<file path="config.mk">
export PLATFORM = sky130hd
export DESIGN_NAME = priority_encoder_pipe
export DESIGN_NICKNAME = d
export VERILOG_FILES = /design/src/rtl/encoder_pkg.sv /design/src/rtl/priority_encoder_comb.sv /design/src/rtl/priority_encoder_pipe.sv
export SDC_FILE = /design/constraint.sdc
export NUM_CORES = 1
export LEC_CHECK = 0
export CELL_PAD_IN_SITES_DETAIL_PLACEMENT = 0
export CELL_PAD_IN_SITES_GLOBAL_PLACEMENT = 1
export CORE_MARGIN = 2
export CORE_UTILIZATION = 22
export CTS_CLUSTER_SIZE = 8
export DETAILED_ROUTE_END_ITERATION = 16
export PLACE_DENSITY_LB_ADDON = 0.1
export RECOVER_POWER = 25
export SLEW_MARGIN = 20
export SYNTH_ARGS = -nofsm -noshare
export SYNTH_HDL_FRONTEND = slang
export SYNTH_HIERARCHICAL = 1
export SYNTH_SLANG_ARGS = --single-unit
</file>
<file path="constraint.sdc">
create_clock -name clk -period 1 [get_ports clk]
set_input_delay 0.15 -clock clk [delete_from_list [all_inputs] [get_ports clk]]
set_output_delay 0.15 -clock clk [all_outputs]
set_load 0.01 [all_outputs]
</file>
<file path="src/rtl/encoder_pkg.sv">
// rtl/encoder_pkg.sv - shared constants and width helper for the priority encoder pipe
package encoder_pkg;

  localparam int DEF_N     = 8;
  localparam int DEF_CNT_W = 8;

  // LSB_PRI encoding
  localparam int LSB_FIRST = 1;
  localparam int MSB_FIRST = 0;

  // Index width for an n-bit request vector; a 1-bit index is the floor.
  function automatic int enc_width(input int n);
    int w;
    w = 0;
    for (int v = n - 1; v > 0; v = v >> 1) begin
      w++;
    end
    return (w < 1) ? 1 : w;
  endfunction

endpackage

</file>
<file path="src/rtl/priority_encoder_comb.sv">
// rtl/priority_encoder_comb.sv - combinational find-first / find-last encoder
// multi is only computed when PRIORITY_ENCODER_MULTI_DETECT_EN is defined, else tied to 0.
module priority_encoder_comb
  import encoder_pkg::*;
#(
  parameter  int N       = DEF_N,
  parameter  int LSB_PRI = LSB_FIRST,
  localparam int W       = enc_width(N)
) (
  input  logic [N-1:0] req,
  output logic [W-1:0] idx,
  output logic         hit,
  output logic         multi
);

  // The scan order makes the last matching assignment the winner.
  always_comb begin
    idx = '0;
    if (LSB_PRI == LSB_FIRST) begin
      for (int i = N - 1; i >= 0; i--) begin
        if (req[i]) idx = W'(i);
      end
    end else begin
      for (int i = 0; i < N; i++) begin
        if (req[i]) idx = W'(i);
      end
    end
  end

  assign hit = |req;

`ifdef PRIORITY_ENCODER_MULTI_DETECT_EN
  // Clearing the lowest set bit leaves something only if two or more were set.
  assign multi = |(req & (req - N'(1)));
`else
  assign multi = 1'b0;
`endif

endmodule

</file>
<file path="src/rtl/priority_encoder_pipe.sv">
// rtl/priority_encoder_pipe.sv - registered N-to-log2(N) priority encoder with valid/ready handshakes
// Multi-hot flag and counter exist only when PRIORITY_ENCODER_MULTI_DETECT_EN is defined.
module priority_encoder_pipe
  import encoder_pkg::*;
#(
  parameter  int N       = DEF_N,
  parameter  int LSB_PRI = LSB_FIRST,
  parameter  int CNT_W   = DEF_CNT_W,
  localparam int W       = enc_width(N)
) (
  input  logic             clk,
  input  logic             rst_n,
  input  logic             in_valid,
  output logic             in_ready,
  input  logic [N-1:0]     in_data,
  output logic             out_valid,
  input  logic             out_ready,
  output logic [W-1:0]     out_idx,
  output logic             out_hit,
  output logic             out_multi,
  output logic [CNT_W-1:0] err_cnt,
  input  logic             err_clr
);

  logic [W-1:0] c_idx;
  logic         c_hit;
  logic         c_multi;
  logic         accept;

  priority_encoder_comb #(
    .N       (N),
    .LSB_PRI (LSB_PRI)
  ) u_comb (
    .req   (in_data),
    .idx   (c_idx),
    .hit   (c_hit),
    .multi (c_multi)
  );

  // The output register frees up in the same cycle it is consumed.
  assign in_ready = !out_valid || out_ready;
  assign accept   = in_valid && in_ready;

  always_ff @(posedge clk or negedge rst_n) begin
    if (!rst_n) begin
      out_valid <= 1'b0;
      out_idx   <= '0;
      out_hit   <= 1'b0;
    end else if (accept) begin
      out_valid <= 1'b1;
      out_idx   <= c_idx;
      out_hit   <= c_hit;
    end else if (out_ready) begin
      out_valid <= 1'b0;
    end
  end

`ifdef PRIORITY_ENCODER_MULTI_DETECT_EN
  logic [CNT_W-1:0] cnt_q;

  always_ff @(posedge clk or negedge rst_n) begin
    if (!rst_n) begin
      out_multi <= 1'b0;
    end else if (accept) begin
      out_multi <= c_multi;
    end
  end

  // Clear wins over the old value but not over a concurrent counted accept.
  always_ff @(posedge clk or negedge rst_n) begin
    if (!rst_n) begin
      cnt_q <= '0;
    end else if (err_clr) begin
      cnt_q <= (accept && c_multi) ? CNT_W'(1) : '0;
    end else if (accept && c_multi && (cnt_q != {CNT_W{1'b1}})) begin
      cnt_q <= cnt_q + CNT_W'(1);
    end
  end

  assign err_cnt = cnt_q;
`else
  logic unused_multi_detect;

  assign unused_multi_detect = err_clr ^ c_multi;
  assign out_multi           = 1'b0;
  assign err_cnt             = '0;
`endif

endmodule
</file>
; ---- Yosys cells after proc, flatten, opt, wreduce, memory -nomap -nowiden
; Index checks and enable logic that the tools add are counted.
[op_classes]
n_reduce_logical = 5
muxes = 10
[ops]
columns = operator, count
row1 = 2-to-1 mux 3 bit, 8
row2 = OR reduction 8 bit, 1
row3 = 2-to-1 mux 1 bit, 2
row4 = nonzero test 2 bit, 1
row5 = logical AND 1 bit, 1
row6 = logical NOT 1 bit, 1
row7 = logical OR 1 bit, 1
[word_totals]
reg_bits = 5
out_inout_bits = 15

; ---- Depth between registers and ports, before layout
; Gate-level depths: netlist (run 1).
[logic_depth]
depth_word = 8
mapped_depth = 4

; ---- Cells and area by module
; The synthesis (run 1) kept the hierarchy.
[by_module_without_submodules]
columns = mod, instances, area_per_inst_um2, cells_each, seq_area_each_um2
row1 = priority_encoder_pipe, 1, 289.0, 22, 125.1
row2 = priority_encoder_comb, 1, 92.6, 15, 0.0

; ---- Least setup slack after synthesis (run 1)
; Ideal clock, no wire load.
[synth_timing]
kind = flip-flop to flip-flop
startpoint = register out_valid
endpoint = register out_hit
stages_incl_launch_ff = 4
arrival_time_ns = 0.896
setup_slack_ns = -0.021
path_buffers = 0
period_less_slack_ns = 1.021
cell_sequence = dfrtp_1 -> nand2b_4 -> nand2_4 -> mux2_4
[synth_via]
elab_chain_len = 3
[synth_lines]
columns = item, line
row1 = "start, declared", priority_encoder_pipe.sv:16  ; output logic out_valid,
row2 = "start signal, assigned", priority_encoder_pipe.sv:46  ; out_valid <= 1'b0;
row3 = "start signal, assigned", priority_encoder_pipe.sv:50  ; out_valid <= 1'b1;
row4 = "start signal, assigned", priority_encoder_pipe.sv:54  ; out_valid <= 1'b0;
row5 = logical NOT 1 bit, priority_encoder_pipe.sv:41  ; assign in_ready = !out_valid || out_ready;
row6 = logical OR 1 bit, priority_encoder_pipe.sv:41
row7 = named net in_ready, priority_encoder_pipe.sv:14  ; output logic in_ready,
row8 = logical AND 1 bit, priority_encoder_pipe.sv:42  ; assign accept = in_valid && in_ready;
row9 = "end signal, assigned", priority_encoder_pipe.sv:52  ; out_hit <= c_hit;
row10 = "end, declared", priority_encoder_pipe.sv:19  ; output logic out_hit,
; The timed path passes the listed nets, and every way through them passes these cells.
; A chain may end at the register's enable or synchronous reset.

; ---- Final worst setup path (run 1)
[layout_timing]
startpoint = register out_valid
endpoint = register out_hit
[layout_via]
elab_chain_len = 3
[layout_lines]
columns = item, line
row1 = logical NOT 1 bit, priority_encoder_pipe.sv:41
row2 = logical OR 1 bit, priority_encoder_pipe.sv:41
row3 = logical AND 1 bit, priority_encoder_pipe.sv:42
; No other way between the ends.

==> metrics.cfg, run 1 <==
[grt]
grt_use_total = 0.08843
met2_usage = 0.1314
grt_util_met3 = 0.02400
antenna_found_initial = 0
grt_pass1_wl_um = 1152
grt-busiest-layer = met2
grt_pass1_vias = 303
grtUsageMet1 = 0.08395
gr-total-overflow = 0
grt_max_degree = 6

[critical_path]
arrival_ns = 1.18
path_max_fanout = 4
endpoint_kind = register
required_ns = 1.12
critPathKind = register to register
critPathLaunchType = register

[clock_network]
cts_max_level = 1
cts_tree = yes
clockBufferDepth = 2
path_clk_slew_ns = 0.04
numCtsBuffers = 3
clkLatencyLatePin_ns = 0.24
postCtsSetupRepairBufs = 0
ctsRootBufferMaster = clkbuf_4
cts_hold_buf = 0
cts.sinks = 5

[yosys]
synthCells = 35
syn_area_per_cell_um2 = 10.58
ys_warn_count = 6
syn-cell-area_um2 = 370.4

[sta]
timing.final.ws_setup_ns = -0.05569
drv_slew = 0
max_freq_ghz = 0.9473
finalSetupViolCount = 4
holdWs_ns = 0.2001
rsz0062_at_grt = yes
tns_ns = -0.2102
fin_crit_ns = 1.056
period_share = 1.056
final_hold_viol_count = 0
skew_ns = 0.0002917

[route]
drtPass1Iterations = 2
finalWirelength_um = 745
first_iter_violations = 1
vias = 318
avgRoutedWirePerCell_um = 9.675
avgViaCountPerCell = 4.130
drc = 0
ant_nets = 0

[final_layout]
area_growth_pct = 53.72
n_antenna_cell = 0
nets = 75
drive_gt1_frac = 0.3770
fin_util = 0.3693

[die]
die_x_um = 45.03
rows = 14
core-area_um2 = 1541
die_h_um = 45.03
ios = 28
start_util = 0.2403
die_area_um2 = 2028

[placed_design]
dp_hpwl_um = 630.2
gp_congestion = 0.6885
dpl_worst_slack_ns = -0.4868
io_buffers = 17

[worst_hold_path]
hold_path.class = input pin to asynchronous set/reset pin

[job]
cap_viol_max_count = 0

[run_status]
outcome = complete, but fails checks
violations = setup timing

[power_and_ir_drop]
peakVddDrop_mv = 0.2221
power_leakage_uw = 0.0002987
powerDensity_nw_per_um2 = 1128

==> cell type report <==
type                       instances  area (um^2)
timing repair buffer              23        182.7
fill                             163        972.2
inverter                           1        3.754
clock buffer                       4        26.28
tap                               16        20.02
sequential                         5        125.1
multi-input combinational         28        211.5
==> what timing repair did <==
item | 4_1_cts | 5_1_grt
resized for setup | 30 | 5
pin swaps | 2 | 1
setup endpoints to repair | 10 | 8
==> per-stage QoR <==
step / std cells / total power, uW / instance area (um^2)
floorplan: 43 / 336.9 / 400.4
global placement: 73 / 434.1 / 568.0
detailed placement: 73 / 439.6 / 568.0
CTS: 77 / 663.0 / 584.3
global route: 77 / 686.5 / 569.3
finish: 77 / 642.1 / 569.3
==> layout by cell type (no fill, tap or decap), types with 2 or more instances in the layout <==
cell	count
clkdlybuf4s15_1	2
mux2_4	4
dlygate4sd2_1	5
clkdlybuf4s50_1	3
nor2_1	3
clkbuf_4	3
dfrtp_1	5
buf_2	5
buf_4	5
conb_1	9
==> layer usage <==
metal / up-vias / wire [um]
li1: 151 / -
met1: 146 / 286
met2: 19 / 359
met3: 2 / 83
met4: 0 / 16
met5: - / 0
==> report_power, final <==
group / switching (uW) / internal (uW) / total, uW
clock: 79.1 / 151 / 230
sequential: 9.34 / 220 / 229
combinational: 80.2 / 103 / 183
==> sequential cells by signal, summed over array words and instances (netlist names) <==
name	count
out_idx	3
out_valid	1
out_hit	1
==> worst paths after layout <==
path / startpoint / endpoint / slack (ns) / cells past startpoint
max in group asynchronous: rst_n / out_idx[1]$_DFFE_PN0P_ / 0.61 / 1
max reg2reg: out_valid$_DFFE_PN0P_ / out_hit$_DFFE_PN0P_ / -0.06 / 4
max: out_valid$_DFFE_PN0P_ / out_hit$_DFFE_PN0P_ / -0.06 / 4
min reg2reg: out_idx[0]$_DFFE_PN0P_ / out_idx[0]$_DFFE_PN0P_ / 0.60 / 2
min in group clk: in_data[4] / out_hit$_DFFE_PN0P_ / 0.41 / 4
min: rst_n / out_valid$_DFFE_PN0P_ / 0.20 / 1
==> worst max-delay path, cell delays in order, from the launching register on <==
cell and delay, ns:
dfrtp_1 0.38, nand2b_4 0.06, buf_6 0.11, nand2_4 0.08
mux2_4 0.30
No activity file was read; power rests on OpenSTA's default activity.
==> run 2: changes to the inputs <==
==> constraint.sdc (replaced) <==
create_clock -name clk -period 1.05 [get_ports clk]
set_input_delay 0.1575 -clock clk [delete_from_list [all_inputs] [get_ports clk]]
set_output_delay 0.1575 -clock clk [all_outputs]
set_load 0.01 [all_outputs]
==> metrics.cfg, run 2 (same netlist as run 1, synthesis figures left out) <==
[final_layout]
final_common_cell = conb_1
largest_reg_flops = 3  ; unchanged
final_cell_mix = conb_1, dlygate4sd2_1, dfrtp_1
drive_gt1_frac = 0.2807  ; -0.09635
fin_area_um2 = 564.3  ; -0.88%
largestRegisters = out_idx: 3 flops, out_hit: 1 flops, out_valid: 1 flops
top_register = out_idx
n_antenna_cell = 0  ; unchanged
nets = 71  ; -5.3%
area_growth_pct = 52.36

[power_and_ir_drop]
power_leakage_uw = 0.0002877  ; -3.7%
powerDensity_nw_per_um2 = 1069  ; -5.2%
peakVddDrop_mv = 0.2230  ; +0.42%

[worst_hold_path]
hold_path.class = input pin to asynchronous set/reset pin

[grt]
grt_pass1_vias = 311  ; +2.6%
grt_max_degree = 6  ; unchanged
antenna_found_initial = 0  ; unchanged
grt_use_total = 0.09653  ; +0.008105
gr-total-overflow = 0  ; unchanged
grt_pass1_wl_um = 1317  ; +14%

[die]
start_util = 0.2403  ; unchanged
die_h_um = 45.03  ; unchanged
core-area_um2 = 1541  ; unchanged
rows = 14  ; unchanged
die_area_um2 = 2028  ; unchanged
ios = 28  ; unchanged
die_x_um = 45.03  ; unchanged

[route]
vias = 306  ; -3.8%
dr.max_layer_used = met4
drc = 0  ; unchanged
wl_met2_um = 400  ; +11%
finalWirelength_um = 770  ; +3.4%
avgViaCountPerCell = 4.192  ; +1.5%
avgRoutedWirePerCell_um = 10.55  ; +9.0%
first_iter_violations = 1  ; unchanged
wl_met1_um = 281  ; -1.7%
ant_nets = 0  ; unchanged
drtPass1Iterations = 4  ; +2
wl_met3_um = 72  ; -13%

[sta]
fin_crit_ns = 1.072  ; +0.01618 ns
max_freq_ghz = 0.9330  ; -1.5%
finalSetupViolCount = 4  ; unchanged
skew_ns = 0.001759  ; +0.001467 ns
final_hold_viol_count = 0  ; unchanged
drv_slew = 0  ; unchanged
rsz0062_at_grt = yes
timing.final.ws_setup_ns = -0.02187  ; +0.03382 ns
period_share = 1.021  ; -0.03486

[critical_path]
crit_chain = nand2b_4 > buf_6 > nand2_8 > mux2_4
critPathKind = register to register
path_max_fanout = 4  ; unchanged
critPathLaunch = out_valid$_DFFE_PN0P_
slowest_delay_ns = 0.40  ; +0.02 ns
critPathLaunchType = register
r2r-start = out_valid$_DFFE_PN0P_
endpoint_kind = register
required_ns = 1.17  ; +0.05 ns
worstRegToRegCells = 4  ; unchanged
slowest_stage = dfrtp_1
arrival_ns = 1.19  ; about the same

[clock_network]
clockBufferDepth = 2  ; unchanged
cts_max_level = 1  ; unchanged
path_clk_slew_ns = 0.04  ; about the same
cts_hold_buf = 0  ; unchanged
clkLatencyLatePin_ns = 0.24  ; about the same
numCtsBuffers = 3  ; unchanged
cts.sinks = 5  ; unchanged
cts_tree = yes
ctsRootBufferMaster = clkbuf_4

[job]
cap_viol_max_count = 0  ; unchanged

[placed_design]
gp_congestion = 0.6484  ; -5.8%
dpl-instance-area_um2 = 538.0  ; -5.3%
dp_hpwl_um = 675.2  ; +7.1%
io_buffers = 17  ; unchanged
dpl_worst_slack_ns = -0.4436  ; +0.04315 ns

[run_status]
outcome = complete, but fails checks
violations = setup timing

==> run 2: changes by cell type in the layout (fill, tap and decap cells not counted), sizes merged <==
cell,delta
buf,-8
clkdlybuf4s15,+2
clkbuf,+1
clkdlybuf4s50,-1
dlygate4sd2,+1
dlymetal6s2s,+1
==> run 2: metal layers <==
| metal | track usage | up-vias |
|---|---|---|
| met1 | 0.09582 | 137 |
| met5 | 0 | - |
| met3 | 0.02400 | 2 |
| li1 | - | 148 |
| met2 | 0.1543 | 19 |
| met4 | 0.1059 | 0 |
==> run 2: power by group <==
| part | internal, uW | switching [uW] |
|---|---|---|
| Clock | 143 | 75.5 |
| Combinational | 88.5 | 76.0 |
| Sequential | 209 | 10.7 |
| Total | 441 | 162 |
==> run 2: final cells by class <==
| type | instances | area (um^2) |
|---|---|---|
| clock buffers | 4 | 26.28 |
| inverters | 1 | 3.754 |
| multi-input cells | 28 | 220.2 |
| flip-flops and latches | 5 | 125.1 |
| fillers | 162 | 977.2 |
| repair buffers | 19 | 168.9 |
| well taps | 16 | 20.02 |
==> run 2: repair_timing <==
| item | 4_1_cts | 5_1_grt |
|---|---|---|
| setup buffers | 0 | 0 |
| gates resized for setup | 25 | 4 |
| pin swaps | 3 | 1 |
| gates cloned | 0 | 0 |
| endpoints found under the setup margin | 10 | 7 |
==> run 2: worst paths after layout <==
path / to / slack [ns]
max in group asynchronous: out_valid$_DFFE_PN0P_ / 0.64
worst min-delay path: out_hit$_DFFE_PN0P_ / 0.21
min in group clk: out_hit$_DFFE_PN0P_ / 0.38
worst max register to register: out_idx[1]$_DFFE_PN0P_ / -0.02
worst min register to register: out_idx[2]$_DFFE_PN0P_ / 0.52
worst max-delay path: out_idx[1]$_DFFE_PN0P_ / -0.02
==> run 2: worst max-delay path, delay by kind of cell (launching register included) <==
family,cells,cell delay [ns]
buffers and inverters,1,0.11
muxes,1,0.30
DFF,1,0.40
and+or+nand+nor,2,0.14
==> run 2: stage by stage <==
stage               hold WS [ns]  instances  power [uW]  setup TNS, ns    util
finish                    0.2129         73       603.4       -0.07379  0.3661
global route              0.2103         73       647.5        -0.2307  0.3661
CTS                       0.1435         73       617.9        -0.1139  0.3701
detailed placement        0.3932         69       401.6         -2.082  0.3490
global placement          0.3885         69       395.3         -1.919  0.3490
floorplan                -0.1381         43       320.9              0       -
==> run 3: changes to the inputs <==
--- a/config.mk
+++ b/config.mk
@@ -8,7 +8,8 @@
 export CELL_PAD_IN_SITES_DETAIL_PLACEMENT = 0
 export CELL_PAD_IN_SITES_GLOBAL_PLACEMENT = 1
 export CORE_MARGIN = 2
-export CORE_UTILIZATION = 22
+export CORE_UTILIZATION = 19
+export CTS_CLUSTER_DIAMETER = 150
 export CTS_CLUSTER_SIZE = 8
 export DETAILED_ROUTE_END_ITERATION = 16
 export PLACE_DENSITY_LB_ADDON = 0.1
@@ -16,5 +17,4 @@
 export SLEW_MARGIN = 20
 export SYNTH_ARGS = -nofsm -noshare
 export SYNTH_HDL_FRONTEND = slang
-export SYNTH_HIERARCHICAL = 1
 export SYNTH_SLANG_ARGS = --single-unit
==> metrics.cfg, run 3 <==
[critical_path]
required_ns = 1.23  ; +0.06 ns
crit_chain = clkdlybuf4s50_1 > nand2b_1 > buf_6 > nand2_8 > a2111oi_4 > a21o_1
slowest_delay_ns = 0.45  ; +0.05 ns
worstRegToRegCells = 5  ; +1
r2r-start = out_valid$_DFFE_PN0P_
arrival_ns = 1.24  ; +0.05 ns
rrSetupSlack_ns = 0  ; +0.02 ns
critPathKind = input pin to register
endpoint_kind = register
path_max_fanout = 8  ; +4
slowest_stage = clkdlybuf4s50_1
critPathLaunchType = input pin
r2r_end = out_idx[1]$_DFFE_PN0P_

[placed_design]
gp_congestion = 0.6961  ; +7.4%
io_buffers = 17  ; unchanged
dpl-instance-area_um2 = 501.7  ; -6.7%
dp_hpwl_um = 645.5  ; -4.4%

[die]
die_h_um = 45.46  ; +0.94%
die_area_um2 = 2066  ; +1.9%
rows = 14  ; unchanged
start_util = 0.2095  ; -0.03079
die_x_um = 45.46  ; +0.94%
core-area_um2 = 1559  ; +1.1%
ios = 28  ; unchanged

[route]
ant_nets = 0  ; unchanged
dr.max_layer_used = met3
wl_met3_um = 67  ; -6.9%
drtPass1Iterations = 1  ; -3
wl_met2_um = 382  ; -4.5%
vias = 320  ; +4.6%
drc = 0  ; unchanged
avgRoutedWirePerCell_um = 10.06  ; -4.6%
wl_met1_um = 335  ; +19%
finalWirelength_um = 785  ; +1.9%
avgViaCountPerCell = 4.103  ; -2.1%
first_iter_violations = 0  ; -1

[job]
cap_viol_max_count = 0  ; unchanged

[final_layout]
largestRegisters = out_idx: 3 flops, out_hit: 1 flops, out_valid: 1 flops
fin_util = 0.3652  ; -0.0009020
drive_gt1_frac = 0.2097  ; -0.07102
final_common_cell = conb_1
nets = 76  ; +7.0%
largest_reg_flops = 3  ; unchanged
fillCellCount = 174  ; +7.4%
top_register = out_idx
fin_area_um2 = 569.3  ; +0.89%
final_cell_mix = conb_1, clkdlybuf4s50_1, dfrtp_1
n_antenna_cell = 0  ; unchanged
area_growth_pct = 74.33

[sta]
finalSetupViolCount = 2  ; -2
drv_slew = 0  ; unchanged
fin_crit_ns = 1.067  ; -0.004845 ns
rsz0062_at_grt = yes
timing.final.ws_setup_ns = -0.01702  ; +0.004845 ns
final_hold_viol_count = 0  ; unchanged
holdWs_ns = 0.2071  ; -0.005796 ns
skew_ns = 0.006380  ; +0.004620 ns
max_freq_ghz = 0.9372  ; +0.45%
period_share = 1.016  ; -0.004614

[grt]
grt_use_total = 0.08197  ; -0.01457
antenna_found_initial = 0  ; unchanged
grt_pass1_vias = 266  ; -14%
grt_pass1_wl_um = 1124  ; -15%
gr-total-overflow = 0  ; unchanged
grt_max_degree = 9  ; +3

[clock_network]
clockBufferDepth = 2  ; unchanged
cts.sinks = 5  ; unchanged
ctsRootBufferMaster = clkbuf_4
cts_tree = yes
path_clk_slew_ns = 0.05  ; about the same
numCtsBuffers = 3  ; unchanged
cts_hold_buf = 0  ; unchanged
clkLatencyLatePin_ns = 0.24  ; about the same
cts_max_level = 1  ; unchanged

[yosys]
synth_edf_count = 0
synth_area_leaders = dfrtp_1, buf_4, a2111oi_2, a21o_1, nor2_1
synth-main-ff-cell = dfrtp_1
synth.top_cells.by_count = buf_4, dfrtp_1, nor2_1, nand2_1
syn_area_per_cell_um2 = 8.594  ; -19%
yosysMostFrequentCell = buf_4
yosysSeqAreaShare = 0.3831
synth-seq-cells = 5
ys_types = 15
ys_warn_count = 0  ; -6
ys_async_sr_fraction = 1.000
syn-cell-area_um2 = 326.6  ; -12%
synth.top_cell.area_share = 0.3831
synthCells = 38  ; +8.6%
synth_area_leader_cell = dfrtp_1

[power_and_ir_drop]
powerDensity_nw_per_um2 = 1090  ; +2.0%
power_leakage_uw = 0.0002626  ; -8.7%
peakVddDrop_mv = 0.9915  ; +340%
power_uw = 620.8  ; +2.9%

[worst_hold_path]
hold_path.class = input pin to asynchronous set/reset pin

[run_status]
outcome = complete, but fails checks
violations = setup timing

run 3: layer usage:
layer | track usage | vias up
met1 | 0.09804 | 149
met4 | 0.01765 | 0
met2 | 0.1070 | 12
li1 | - | 159
met5 | 0 | -
met3 | 0.07540 | 0
run 3: how the worst max path moves through the flow:
stage / slack, ns / cells past startpoint / end / startpoint
global placement: -0.39 / 5 / out_idx[1]$_DFFE_PN0P_ / in_data[7]
global route: -0.08 / 5 / out_idx[1]$_DFFE_PN0P_ / out_valid$_DFFE_PN0P_
finish: -0.02 / 6 / out_idx[1]$_DFFE_PN0P_ / out_ready
CTS: -0.03 / 5 / out_idx[1]$_DFFE_PN0P_ / out_valid$_DFFE_PN0P_
detailed placement: -0.37 / 5 / out_idx[1]$_DFFE_PN0P_ / in_data[7]
floorplan: -0.02 / 4 / out_idx[1]$_DFFE_PN0P_ / out_valid$_DFFE_PN0P_
run 3: repair_timing:
action,CTS,global route
hold endpoints to repair,0,0
endpoints found under the setup margin,10,6
gates resized for setup,19,4
setup buffers,0,1
pin swaps,3,0
run 3: logic make-up after synthesis:
family | count (synthesis) | share of synthesized area
flip-flops | 5 | 0.3831
AND/OR/NAND/NOR | 11 | 0.1571
AO/OA/AOI/OAI | 10 | 0.2184
other | 1 | 0.01148
buffers and inverters | 11 | 0.2299
run 3: metrics by stage:
stage | setup TNS [ns] | std cells | setup slack, ns
floorplan | -0.02350 | 46 | -0.02350
finish | -0.02465 | 78 | -0.01702
CTS | -0.06800 | 77 | -0.03010
global route | -0.1937 | 78 | -0.07803
detailed placement | -1.646 | 73 | -0.3702
global placement | -1.691 | 73 | -0.3929
run 3: cell type report:
cell class	instances	area, um^2	area share
Timing Repair Buffer	21	193.9	0.3407
Tap cell	16	20.02	0.03516
Sequential cell	5	125.1	0.2198
Inverter	2	7.507	0.01319
Clock buffer	4	26.28	0.04615
Multi-Input combinational cell	30	196.4	0.3451
run 3: where the power goes:
group          switching, uW  internal [uW]  total [uW]
logic                   88.3           90.1         178
registers               9.04            211         220
clock network           78.4            144         222
total                    176            445         621
run 3: worst max-delay path, delay by kind of cell:
kind | cells | cell delay (ns)
buffers and inverters | 2 | 0.57
AND/OR/NAND/NOR | 2 | 0.19
AO/OA/AOI/OAI | 2 | 0.32
